## src/rtl/addsub_pkg.sv

```systemverilog
`default_nettype none
// ============================================================================
// Module   : addsub_pkg
// Purpose  : Shared types and configuration helper for the pipelined
//            add/subtract unit.
// Revision : 1.0  initial release
// ============================================================================
package addsub_pkg;

  // Operation select as seen on the op_sub input.
  typedef enum logic {
    OP_ADD = 1'b0,
    OP_SUB = 1'b1
  } addsub_op_e;

  // Flags travelling with each operation through the pipeline. Inside the
  // pipe, carry is the carry out of the most recently completed slice and
  // zero is the running AND of the completed slices' zero terms.
  typedef struct packed {
    logic carry;
    logic overflow;
    logic zero;
  } addsub_flags_t;

  localparam int MAX_STAGES = 4;

  // True when the width/depth pair can be split into equal slices.
  function automatic bit addsub_cfg_ok(input int width, input int stages);
    return (stages >= 1) && (stages <= MAX_STAGES) &&
           (width > 0) && ((width % stages) == 0);
  endfunction

endpackage
`default_nettype wire

```

## src/rtl/addsub_stage.sv

```systemverilog
`default_nettype none
// ============================================================================
// Module   : addsub_stage
// Purpose  : One pipeline stage: adds operand slice IDX with the carry from
//            the previous stage, forwards the untouched operand slices and the
//            already completed result slices, and holds one valid bit.
// Revision : 1.0  initial release
// ============================================================================
module addsub_stage
  import addsub_pkg::*;
#(
  parameter int WIDTH = 64,
  parameter int SW    = 32,
  parameter int IDX   = 0
) (
  input  logic              clk,
  input  logic              rst,
  input  logic              prev_valid,
  input  logic [WIDTH-1:0]  prev_a,
  input  logic [WIDTH-1:0]  prev_b,
  input  logic [WIDTH-1:0]  prev_sum,
  input  addsub_flags_t     prev_flags,
  input  logic              next_ready,
  output logic              stage_valid,
  output logic [WIDTH-1:0]  stage_a,
  output logic [WIDTH-1:0]  stage_b,
  output logic [WIDTH-1:0]  stage_sum,
  output addsub_flags_t     stage_flags
);

  localparam int LO = IDX * SW;

  logic [SW:0]      slice_add;
  logic             carry_msb;
  logic [WIDTH-1:0] sum_next;
  addsub_flags_t    flags_next;
  logic             advance;
  logic             unused_prev_ovf;

  // Overflow from an earlier slice has no meaning for this one.
  assign unused_prev_ovf = prev_flags.overflow;

  // The stage may take a new entry when it is empty or its content leaves.
  assign advance = !stage_valid || next_ready;

  // Slice adder, result-slice merge and flag update for this stage.
  always_comb begin
    slice_add = {1'b0, prev_a[LO +: SW]} + {1'b0, prev_b[LO +: SW]}
              + {{SW{1'b0}}, prev_flags.carry};
    // Carry into the slice's top bit, recovered from the sum bit.
    carry_msb = prev_a[LO+SW-1] ^ prev_b[LO+SW-1] ^ slice_add[SW-1];
    sum_next = prev_sum;
    sum_next[LO +: SW] = slice_add[SW-1:0];
    flags_next.carry    = slice_add[SW];
    flags_next.overflow = carry_msb ^ slice_add[SW];
    flags_next.zero     = prev_flags.zero && (slice_add[SW-1:0] == '0);
  end

  // Valid bit: follows the upstream valid whenever the stage advances.
  always_ff @(posedge clk or posedge rst) begin
    if (rst) begin
      stage_valid <= 1'b0;
    end else if (advance) begin
      stage_valid <= prev_valid;
    end
  end

  // Data registers: loaded only on a real transfer so idle outputs hold.
  always_ff @(posedge clk or posedge rst) begin
    if (rst) begin
      stage_a     <= '0;
      stage_b     <= '0;
      stage_sum   <= '0;
      stage_flags <= '0;
    end else if (advance && prev_valid) begin
      stage_a     <= prev_a;
      stage_b     <= prev_b;
      stage_sum   <= sum_next;
      stage_flags <= flags_next;
    end
  end

endmodule
`default_nettype wire

```

## src/rtl/addsub_pipe.sv

```systemverilog
`default_nettype none
// ============================================================================
// Module   : addsub_pipe
// Purpose  : Parametrised pipelined add/subtract unit with carry, overflow
//            and zero flags and valid/ready handshaking on both sides.
// Revision : 1.0  initial release
// ============================================================================
module addsub_pipe
  import addsub_pkg::*;
#(
  parameter int WIDTH  = 64,
  parameter int STAGES = 2
) (
  input  logic              clk,
  input  logic              rst,
  input  logic              in_valid,
  output logic              in_ready,
  input  logic              op_sub,
  input  logic [WIDTH-1:0]  a,
  input  logic [WIDTH-1:0]  b,
  output logic              out_valid,
  input  logic              out_ready,
  output logic [WIDTH-1:0]  sum,
  output logic              carry,
  output logic              overflow,
  output logic              zero
);

  localparam int SW = WIDTH / STAGES;

  if (!addsub_cfg_ok(WIDTH, STAGES)) begin : g_cfg_check
    $error("addsub_pipe: WIDTH must be a multiple of STAGES and STAGES in 1..4");
  end

  // Index 0 is the input side, index k+1 is the output of stage k.
  logic [STAGES:0]  valid_c;
  logic [STAGES:0]  ready_c;
  logic [WIDTH-1:0] a_c    [0:STAGES];
  logic [WIDTH-1:0] b_c    [0:STAGES];
  logic [WIDTH-1:0] sum_c  [0:STAGES];
  addsub_flags_t    flags_c[0:STAGES];
  logic             is_sub;
  logic             unused_tail;

  // Subtraction is a + ~b + 1: invert b here, carry-in comes from op_sub.
  assign is_sub     = (addsub_op_e'(op_sub) == OP_SUB);
  assign valid_c[0] = in_valid;
  assign a_c[0]     = a;
  assign b_c[0]     = b ^ {WIDTH{is_sub}};
  assign sum_c[0]   = '0;
  assign flags_c[0] = '{carry: is_sub, overflow: 1'b0, zero: 1'b1};

  // Operand copies leaving the last stage have no further consumer.
  assign unused_tail = ^{a_c[STAGES], b_c[STAGES]};

  assign ready_c[STAGES] = out_ready;
  assign in_ready        = ready_c[0];

  for (genvar k = 0; k < STAGES; k++) begin : g_stage
    // Ready chain !valid_k | ready_{k+1}, unrolled into prefix form: stage k
    // can move unless it and every stage after it are full and blocked.
    assign ready_c[k] = out_ready || !(&valid_c[STAGES:k+1]);

    addsub_stage #(
      .WIDTH (WIDTH),
      .SW    (SW),
      .IDX   (k)
    ) u_stage (
      .clk         (clk),
      .rst         (rst),
      .prev_valid  (valid_c[k]),
      .prev_a      (a_c[k]),
      .prev_b      (b_c[k]),
      .prev_sum    (sum_c[k]),
      .prev_flags  (flags_c[k]),
      .next_ready  (ready_c[k+1]),
      .stage_valid (valid_c[k+1]),
      .stage_a     (a_c[k+1]),
      .stage_b     (b_c[k+1]),
      .stage_sum   (sum_c[k+1]),
      .stage_flags (flags_c[k+1])
    );
  end

  // The last stage holds the finished result and its final flags.
  assign out_valid = valid_c[STAGES];
  assign sum       = sum_c[STAGES];
  assign carry     = flags_c[STAGES].carry;
  assign overflow  = flags_c[STAGES].overflow;
  assign zero      = flags_c[STAGES].zero;

endmodule
`default_nettype wire

```

## config.mk

```make
export PLATFORM = sky130hd
export DESIGN_NAME = addsub_pipe
export DESIGN_NICKNAME = d
export VERILOG_FILES = /design/src/rtl/addsub_pkg.sv /design/src/rtl/addsub_stage.sv /design/src/rtl/addsub_pipe.sv
export SDC_FILE = /design/constraint.sdc
export NUM_CORES = 1
export LEC_CHECK = 0
export BUFFER_PORTS_ARGS = -buffer_cell sky130_fd_sc_hd__buf_2
export CORE_MARGIN = 2
export CORE_UTILIZATION = 55
export CTS_BUF_LIST = sky130_fd_sc_hd__clkbuf_16
export DETAILED_ROUTE_END_ITERATION = 7
export PLACE_DENSITY = 0.8
export SYNTH_ARGS = -nofsm -noshare
export SYNTH_HDL_FRONTEND = slang
export SYNTH_SLANG_ARGS = --single-unit
```

## constraint.sdc

```tcl
create_clock -name clk -period 5.2 [get_ports clk]
set_input_delay 0 -clock clk [delete_from_list [all_inputs] [get_ports clk]]
set_output_delay 0 -clock clk [all_outputs]
set_load 0.03 [all_outputs]
```

==> flow_metrics.env, run 1 <==
export IMPL_max_slew_worst_pin_slew_ps=995.9
export IMPL_synth_cell_types=63
export IMPL_async_flop_share_pct=100.0
export IMPL_initial_core_util_pct=56.60
export IMPL_placed_cell_area_sq_um=11400
export IMPL_drtPass1Iterations=6
export IMPL_final_nets=1504
export IMPL_drc=0
export IMPL_clk_pin_slew_worst_paths_ps=70
export IMPL_start_kind="flop"
export IMPL_critPathTopFamily="compound AO/OA/AOI/OAI gates"
export IMPL_synth_seq_area_share_pct=40.83
export IMPL_netlist_top_cells_area="dfrtp_1 (41%), mux2_2 (8.7%), ha_1 (7.6%)"
export IMPL_worst_endpoint_required_ps=5550
export IMPL_antenna_found_initial=0
export IMPL_clk_latency_ps=440
export IMPL_coreArea_sq_um=18090
export IMPL_portBuffers=201
export IMPL_power_total_mw=5.867
export IMPL_clock_fmax_mhz=227.7
export IMPL_synth_top_cells_by_count="dfrtp_1 (167), nand2_1 (145), o21ai_0 (122), mux2_2 (79), a21oi_1 (68)"
export IMPL_outcome="finished clean"
export IMPL_fillers=1384
export IMPL_p_comb_share_pct=43.2
export IMPL_swShare_pct=41.18
export IMPL_grt_max_degree=107
export IMPL_ant_nets=0
export IMPL_grt_setup_unrepaired="false"
export IMPL_drv_slew=0
export IMPL_crit_chain="fa_1 > fa_1 > a211oi_1 > o21ai_0 > a31oi_1 > o221ai_1 > a31o_2 > o31ai_1 > xnor2_1 > nand4b_1 > or4_1 > o21ai_0"
export IMPL_drive_gt1_share_pct=25.09
export IMPL_seqPwrFrac_pct=33.3
export IMPL_drt_iter0_markers=615
export IMPL_finalCritPeriodShare_pct=84.45
export IMPL_p_per_area_nw_per_um2=461.0
export IMPL_dieArea_sq_um=19720
export IMPL_min_path_type="in -> reg"
export IMPL_endpoint_kind="flop"
export IMPL_cts_htree_levels=4
export IMPL_cts_root_buffer="clkbuf_16"
export IMPL_final_hold_viol_count=0
export IMPL_relSlewSlack_pct=33.61
export IMPL_yosysTopAreaCellShare_pct=40.83
export IMPL_synth_ff_type="dfrtp_1"
export IMPL_cp_slowest_cell="or4_1"
export IMPL_cts_setup_buffers=0
export IMPL_max_stage_delay_ps=510
export IMPL_ctsResizeCount=0
export IMPL_mappedNetlistArea_sq_um=10240
export IMPL_holdWs_ps=51.44
export IMPL_syn_num_nets=1258
export IMPL_synth_most_common_cell="dfrtp_1"
export IMPL_p_clk_share_pct=23.5
export IMPL_finClkSkew_ps=9.928
export IMPL_critPathBufInv=0
export IMPL_worst_setup_path_type="reg -> reg"
export IMPL_area_growth_synth_to_final_pct=24.34
export IMPL_intPower_mw=3.451
export IMPL_n_antenna_cell=0
export IMPL_avgSynthCellArea_sq_um=9.657
export IMPL_fin_area_sq_um=12730
export IMPL_switchingPower_mw=2.416
export IMPL_cts_buffers=17
export IMPL_vdd_drop_max_mv=0.2728
export IMPL_io_pins=202
export IMPL_tns_ps=0
export IMPL_track_usage_pct=27.61
export IMPL_grt_overflow_total=0
export IMPL_vias_per_cell=5.742
export IMPL_p_leak_nw=5.807
export IMPL_setup_viol=0
export IMPL_yosys_warnings=0
export IMPL_route_final_wire_length_mm=26.81
export IMPL_cts_hold_buf=69
export IMPL_max_cap_violations=0
export IMPL_min_period_ps=4391
export IMPL_via_count=8889
export IMPL_synth_largest_area_cell="dfrtp_1"
export IMPL_cp_max_fo=4
export IMPL_grt_pass1_vias=8888
export IMPL_grt_pass1_wl_mm=43.61
export IMPL_die_w_um=140.4
export IMPL_die_height_um=140.4
export IMPL_r2r_setup_slack_ps=810
export IMPL_gp_congestion=0.9567
export IMPL_cts_max_path_buffers=2
export IMPL_cts_tree="yes"
export IMPL_synth_edf_count=0
export IMPL_synth_cells=1060
export IMPL_ys_seq_elements=167
export IMPL_worstPathArrival_ps=4740
export IMPL_rows=49
export IMPL_post_drt_wl_per_cell_um=17.32
export IMPL_hpwl_mm=19.26
export IMPL_clock_sinks=167
[power groups by stage]
stage	combinational [mW]	sequential, mW	clock, mW
finish	2.54	1.95	1.38
global placement	2.42	1.95	0
global route	2.76	1.99	1.44
floorplan	1.32	2.37	0
detailed placement	2.46	1.96	0
CTS	2.52	1.95	1.38
[routing by layer]
layer	global-route usage, %	part of all wire, %	vias to the layer above
met5	0	0	-
met4	9.623	2.5	0
met3	4.513	6.5	60
met2	47.01	49	328
met1	35.88	42	4226
li1	-	-	4275
[placed cells by master, fill, tap and decap left out, types with 12 or more instances in the layout]
cell type / instances
dfrtp_1: 167
mux2_2: 79
clkbuf_16: 17
inv_1: 12
a21o_1: 13
nor3_1: 13
nand4_1: 15
xnor2_1: 63
xor2_1: 55
dlygate4sd3_1: 69
nand2_1: 143
buf_2: 200
ha_1: 62
o21ai_0: 122
o21a_1: 14
a21oi_1: 68
nand3_1: 16
nor2_1: 53
[metrics by stage]
step	setup slack, ps	util [%]	cells
after floorplan	681.6	-	1060
after global placement	1142	63.02	1447
after detailed placement	984.0	63.02	1447
after CTS	892.8	70.37	1548
after global routing	576.7	70.37	1548
final	808.8	70.37	1548
[final cells by class]
type | instances | area [sq um] | area share (%)
clock buffers | 17 | 425.4 | 3.343
clock inverters | 15 | 214.0 | 1.681
inverters | 12 | 50.05 | 0.3932
multi-input cells | 834 | 5843 | 45.91
flip-flops and latches | 167 | 4179 | 32.84
well taps | 229 | 286.5 | 2.251
repair buffers | 274 | 1729 | 13.59
[kinds of logic (layout without fill, tap and decap cells)]
kind of cell	Yosys count	after routing	share of synthesized area [%]
adder cells (fa/ha/maj)	65	65	8.165
AO/OA/AOI/OAI	287	287	17.25
flip-flops	167	167	40.83
AND/OR/NAND/NOR	281	281	12.35
XOR/XNOR	118	118	10.10
buffers and inverters	59	318	2.237
multiplexers	83	83	9.082
[state kept, by name (all words and copies together), names as in the netlist]
signal                       cells
g_stage.u_stage.stage_flags      5
g_stage.u_stage.stage_a         32
g_stage.u_stage.stage_b         32
g_stage.u_stage.stage_valid      2
g_stage.u_stage.stage_sum       96
[path summary, 6_finish.rpt]
path,depth (start not counted),to,from
max,12,g_stage[1].u_stage.stage_flags[0],g_stage[0].u_stage.stage_a[32]
min,4,g_stage[0].u_stage.stage_flags[2],a[31]
max reg2reg,12,g_stage[1].u_stage.stage_flags[0],g_stage[0].u_stage.stage_a[32]
min reg2reg,2,g_stage[0].u_stage.stage_sum[13],g_stage[0].u_stage.stage_sum[13]
max in group asynchronous,4,g_stage[0].u_stage.stage_sum[0],rst
min in group asynchronous,3,g_stage[1].u_stage.stage_sum[3],rst
[worst reg2reg max path: stages (launching register included)]
cell and delay [ps]:
dfrtp_1 400, fa_1 490, fa_1 430, a211oi_1 380, o21ai_0 230, a31oi_1 380, o221ai_1 310, a31o_2 310
o31ai_1 350, xnor2_1 190, nand4b_1 120, or4_1 510, o21ai_0 190
Note: power is estimated with default switching activity, not from simulation.
==> run 2: changes to the inputs <==
==> constraint.sdc (replaced) <==
create_clock -name clk -period 4.09 [get_ports clk]
set_input_delay 0 -clock clk [delete_from_list [all_inputs] [get_ports clk]]
set_output_delay 0 -clock clk [all_outputs]
set_load 0.03 [all_outputs]
==> flow_metrics.env, run 2 (same netlist as run 1, synthesis figures left out) <==
export IMPL_stdcell_count=1552
export IMPL_drc=0
export IMPL_setup_viol=0
export IMPL_initial_core_util_pct=56.60
export IMPL_start_kind="flop"
export IMPL_drtPass1Iterations=5
export IMPL_drv_slew=0
export IMPL_rows=49
export IMPL_clk_latency_ps=440
export IMPL_dp_slack_ps=90.26
export IMPL_max_stage_delay_ps=500
export IMPL_p_per_area_nw_per_um2=581.8
export IMPL_max_slew_worst_pin_slew_ps=1011
export IMPL_ant_nets=0
export IMPL_track_usage_pct=28.15
export IMPL_fin_ws_ps=212.5
export IMPL_cp_max_fo=4
export IMPL_p_leak_nw=5.823
export IMPL_finalCritPeriodShare_pct=94.81
export IMPL_clock_fmax_mhz=257.9
export IMPL_clk_pin_slew_worst_paths_ps=60
export IMPL_hpwl_mm=19.20
export IMPL_cts_tree="yes"
export IMPL_post_drt_wl_per_cell_um=17.65
export IMPL_cts_setup_buffers=0
export IMPL_grt_pass1_wl_mm=44.33
export IMPL_cts_max_path_buffers=2
export IMPL_finClkSkew_ps=9.801
export IMPL_io_pins=202
export IMPL_coreArea_sq_um=18090
export IMPL_endpoint_kind="flop"
export IMPL_grt_overflow_total=0
export IMPL_final_common_cell="buf_2"
export IMPL_via_count=8991
export IMPL_die_w_um=140.4
export IMPL_final_util_pct=70.51
export IMPL_cts_buffers=17
export IMPL_drive_gt1_share_pct=25.42
export IMPL_top_register="g_stage.u_stage.stage_sum"
export IMPL_drt_iter0_markers=679
export IMPL_die_height_um=140.4
export IMPL_grt_max_degree=168
export IMPL_clock_sinks=167
export IMPL_route_final_wire_length_mm=27.39
export IMPL_largestRegisters="g_stage.u_stage.stage_sum (96), g_stage.u_stage.stage_a (32), g_stage.u_stage.stage_b (32)"
export IMPL_dp_cells=1453
export IMPL_layout_common_cells="buf_2 (200), dfrtp_1 (167), nand2_1 (143), o21ai_0 (122), mux2_2 (79)"
export IMPL_crit_chain="fa_1 > fa_1 > a211oi_2 > o21ai_0 > a31oi_1 > o221ai_2 > a31o_2 > o31ai_2 > xnor2_1 > nand4b_1 > or4_1 > o21ai_0"
export IMPL_relSlewSlack_pct=32.61
export IMPL_antenna_found_initial=1
export IMPL_min_period_ps=3878
export IMPL_largest_register_ffs=96
export IMPL_portBuffers=201
export IMPL_cts_htree_levels=4
export IMPL_gp_congestion=0.9477
export IMPL_min_path_type="in -> reg"
export IMPL_vdd_drop_max_mv=0.3158
export IMPL_area_growth_synth_to_final_pct=24.58
export IMPL_outcome="finished clean"
export IMPL_final_hold_viol_count=0
export IMPL_cp_slowest_cell="or4_1"
export IMPL_grt_pass1_vias=8986
export IMPL_final_nets=1510
export IMPL_vias_per_cell=5.793
export IMPL_cts_root_buffer="clkbuf_16"
export IMPL_max_cap_violations=0
export IMPL_worst_setup_path_type="reg -> reg"
export IMPL_dieArea_sq_um=19720
export IMPL_worstPathArrival_ps=4230
export IMPL_worst_endpoint_required_ps=4440
[run 2: changes by cell type in the layout (fill, tap and decap cells not counted), moves of 2 or more]
| cell | previous run | this run |
|---|---|---|
| clkinv_2 | 0 | 4 |
| buf_4 | 5 | 10 |
| inv_6 | 6 | 0 |
| inv_8 | 2 | 0 |
[run 2: critical path: cells and delay by family (launching register included)]
kind | cells | cell delay (ps)
and+or+nand+nor | 2 | 610
xor gates and xnor gates | 1 | 180
adders and majority gates | 2 | 940
DFF | 1 | 400
AOI/OAI and AO/OA | 7 | 1670
[run 2: repair_timing]
action,in CTS,in global routing
hold buffers,69,0
hold endpoints to repair,235,0
resized for setup,0,4
setup endpoints to repair,0,1
[run 2: final timing paths]
check / start / to / cells past startpoint / slack, ps
setup / recovery: g_stage[0].u_stage.stage_a[32] / g_stage[1].u_stage.stage_flags[0] / 12 / 210
hold / removal: a[1] / g_stage[0].u_stage.stage_sum[1] / 3 / 60
setup reg to reg: g_stage[0].u_stage.stage_a[32] / g_stage[1].u_stage.stage_flags[0] / 12 / 210
hold reg to reg: g_stage[0].u_stage.stage_sum[11] / g_stage[0].u_stage.stage_sum[11] / 2 / 480
max in group asynchronous: rst / g_stage[0].u_stage.stage_b[52] / 4 / 3080
min in group asynchronous: rst / g_stage[1].u_stage.stage_sum[8] / 4 / 360
[run 2: final cells by class]
cell class | instances | area (sq um)
Antenna cell | 1 | 2.502
Multi-Input combinational cell | 834 | 5859
Tap cell | 229 | 286.5
Sequential cell | 167 | 4179
Clock buffer | 17 | 425.4
Fill cell | 1353 | 5334
Inverter | 12 | 48.80
Timing Repair Buffer | 280 | 1787
Clock inverter | 12 | 163.9
[run 2: power breakdown]
| group | switching (mW) | internal [mW] | leakage, nW | total (mW) |
|---|---|---|---|---|
| logic | 2.08 | 1.22 | 3.51 | 3.29 |
| clock network | 0.653 | 1.00 | 0.297 | 1.66 |
| registers | 0.313 | 2.16 | 2.02 | 2.47 |
[run 2: metal layers]
metal  vias to the layer above  routed length [um]  share of wire (%)  global-route usage (%)
met5                         -                   0                  0                       0
met4                         0                 775                2.8                   10.53
met3                        67                1741                6.4                   5.333
met2                       348               13450                 49                   48.58
met1                      4281               11420                 42                   35.24
li1                       4295                   -                  -                       -
[run 2: metrics by stage]
| stage | area [sq um] | hold slack, ps | power, mW | setup TNS (ps) |
|---|---|---|---|---|
| floorplan | 10240 | 108.4 | 4.697 | 0 |
| global placement | 11450 | 231.9 | 5.578 | 0 |
| detailed placement | 11450 | 235.3 | 5.659 | 0 |
| CTS | 12730 | 43.12 | 7.387 | 0 |
| global route | 12750 | 69.92 | 7.827 | -3.784 |
| finish | 12750 | 58.04 | 7.419 | 0 |
==> run 3: changes to the inputs <==
--- a/config.mk
+++ b/config.mk
@@ -6,11 +6,13 @@
 export NUM_CORES = 1
 export LEC_CHECK = 0
 export BUFFER_PORTS_ARGS = -buffer_cell sky130_fd_sc_hd__buf_2
+export CELL_PAD_IN_SITES_DETAIL_PLACEMENT = 1
+export CELL_PAD_IN_SITES_GLOBAL_PLACEMENT = 2
 export CORE_MARGIN = 2
-export CORE_UTILIZATION = 55
+export CORE_UTILIZATION = 35
 export CTS_BUF_LIST = sky130_fd_sc_hd__clkbuf_16
 export DETAILED_ROUTE_END_ITERATION = 7
-export PLACE_DENSITY = 0.8
+export PLACE_DENSITY_LB_ADDON = 0.1
 export SYNTH_ARGS = -nofsm -noshare
 export SYNTH_HDL_FRONTEND = slang
 export SYNTH_SLANG_ARGS = --single-unit
==> flow_metrics.env, run 3 (same netlist as run 1, synthesis figures left out) <==
export IMPL_finalCritPeriodShare_pct=92.77
export IMPL_cts_buffers=17
export IMPL_largestRegisters="g_stage.u_stage.stage_sum (96), g_stage.u_stage.stage_a (32), g_stage.u_stage.stage_b (32)"
export IMPL_worst_endpoint_required_ps=4440
export IMPL_drt_iter0_markers=317
export IMPL_setup_viol=0
export IMPL_holdWs_ps=31.06
export IMPL_coreArea_sq_um=28780
export IMPL_clk_latency_ps=440
export IMPL_antenna_found_initial=1
export IMPL_portBuffers=201
export IMPL_gp_congestion=0.8281
export IMPL_cts_root_buffer="clkbuf_16"
export IMPL_via_count=8653
export IMPL_min_period_ps=3794
export IMPL_finClkSkew_ps=15.13
export IMPL_die_w_um=175.0
export IMPL_top_register="g_stage.u_stage.stage_sum"
export IMPL_track_usage_pct=20.31
export IMPL_placed_cell_area_sq_um=11670
export IMPL_tns_ps=0
export IMPL_dp_slack_ps=68.55
export IMPL_start_kind="flop"
export IMPL_relSlewSlack_pct=29.84
export IMPL_worstPathArrival_ps=4140
export IMPL_fin_ws_ps=295.5
export IMPL_final_nets=1514
export IMPL_grt_max_degree=168
export IMPL_rows=62
export IMPL_p_leak_nw=5.859
export IMPL_p_per_area_nw_per_um2=581.7
export IMPL_clk_pin_slew_worst_paths_ps=80
export IMPL_worst_setup_path_type="reg -> reg"
export IMPL_vdd_drop_max_mv=0.3177
export IMPL_grt_overflow_total=0
export IMPL_endpoint_kind="flop"
export IMPL_max_cap_violations=0
export IMPL_cts_max_path_buffers=2
export IMPL_vias_per_cell=5.048
export IMPL_grt_pass1_wl_mm=49.69
export IMPL_max_slew_worst_pin_slew_ps=1052
export IMPL_clock_sinks=167
export IMPL_route_final_wire_length_mm=30.33
export IMPL_dp_cells=1611
export IMPL_final_util_pct=45.30
export IMPL_cp_max_fo=3
export IMPL_grt_pass1_vias=9324
export IMPL_ant_nets=0
export IMPL_post_drt_wl_per_cell_um=17.69
export IMPL_cts_tree="yes"
export IMPL_stdcell_count=1714
export IMPL_power_total_mw=7.583
export IMPL_drtPass1Iterations=4
export IMPL_layout_common_cells="buf_2 (200), dfrtp_1 (167), nand2_1 (143), o21ai_0 (121), mux2_2 (79)"
export IMPL_area_growth_synth_to_final_pct=27.37
export IMPL_final_hold_viol_count=0
export IMPL_outcome="finished clean"
export IMPL_final_common_cell="buf_2"
export IMPL_fin_area_sq_um=13040
export IMPL_drc=0
export IMPL_die_height_um=175.0
export IMPL_cts_setup_buffers=0
export IMPL_dieArea_sq_um=30630
export IMPL_grt_setup_unrepaired="false"
export IMPL_hpwl_mm=22.84
export IMPL_io_pins=202
export IMPL_cts_htree_levels=4
export IMPL_drv_slew=0
export IMPL_largest_register_ffs=96
export IMPL_min_path_type="in -> reg"
export IMPL_clock_fmax_mhz=263.5
export IMPL_initial_core_util_pct=35.57
export IMPL_drive_gt1_share_pct=25.81
-- run 3: final cells by class --
class                           count  area, sq um
Inverter                           12        48.80
Clock inverter                     15        229.0
Sequential cell                   167         4179
Timing Repair Buffer              284         1819
Antenna cell                        1        2.502
Multi-Input combinational cell    834         5853
Tap cell                          384        480.5
Clock buffer                       17        425.4
Fill cell                        3313        15740
-- run 3: final timing paths --
| check | startpoint | to | slack [ps] | cells past startpoint |
|---|---|---|---|---|
| min | a[1] | g_stage[0].u_stage.stage_sum[1] | 30 | 3 |
| min reg2reg | g_stage[1].u_stage.stage_sum[54] | g_stage[1].u_stage.stage_sum[54] | 480 | 2 |
| max in group asynchronous | rst | g_stage[0].u_stage.stage_b[59] | 3050 | 4 |
| max reg2reg | g_stage[0].u_stage.stage_a[32] | g_stage[1].u_stage.stage_flags[0] | 300 | 12 |
| min in group asynchronous | rst | g_stage[1].u_stage.stage_sum[0] | 390 | 4 |
| max | g_stage[0].u_stage.stage_a[32] | g_stage[1].u_stage.stage_flags[0] | 300 | 12 |
-- run 3: worst max-delay path, cell delays in order, from the launching register on --
cell      delay, ps
dfrtp_1         400
fa_1            490
fa_1            450
a211oi_2        280
o21ai_1         140
a31oi_1         210
o221ai_1        200
a31o_2          290
o31ai_2         240
xnor2_1         180
nand4b_1        140
or4_1           530
o21ai_0         160
-- run 3: metal layers --
layer / global-route usage (%) / vias up / wire, um / share of wire [%]
li1: - / 4288 / - / -
met1: 26.32 / 4191 / 14070 / 46
met2: 35.54 / 151 / 14950 / 49
met3: 3.111 / 23 / 878 / 2.9
met4: 4.861 / 0 / 425 / 1.4
met5: 0 / - / 0 / 0
-- run 3: where the power goes --
part	switching [mW]	internal, mW	leakage, nW	total [mW]
clock	0.763	1.05	0.314	1.81
combinational	2.07	1.22	3.53	3.29
sequential	0.324	2.16	2.02	2.48
total	3.16	4.43	5.86	7.58
-- run 3: what timing repair did --
action | CTS | global route
hold buffers | 70 | 0
resized for setup | 0 | 3
setup endpoints to repair | 0 | 1
endpoints found under the hold margin | 235 | 0
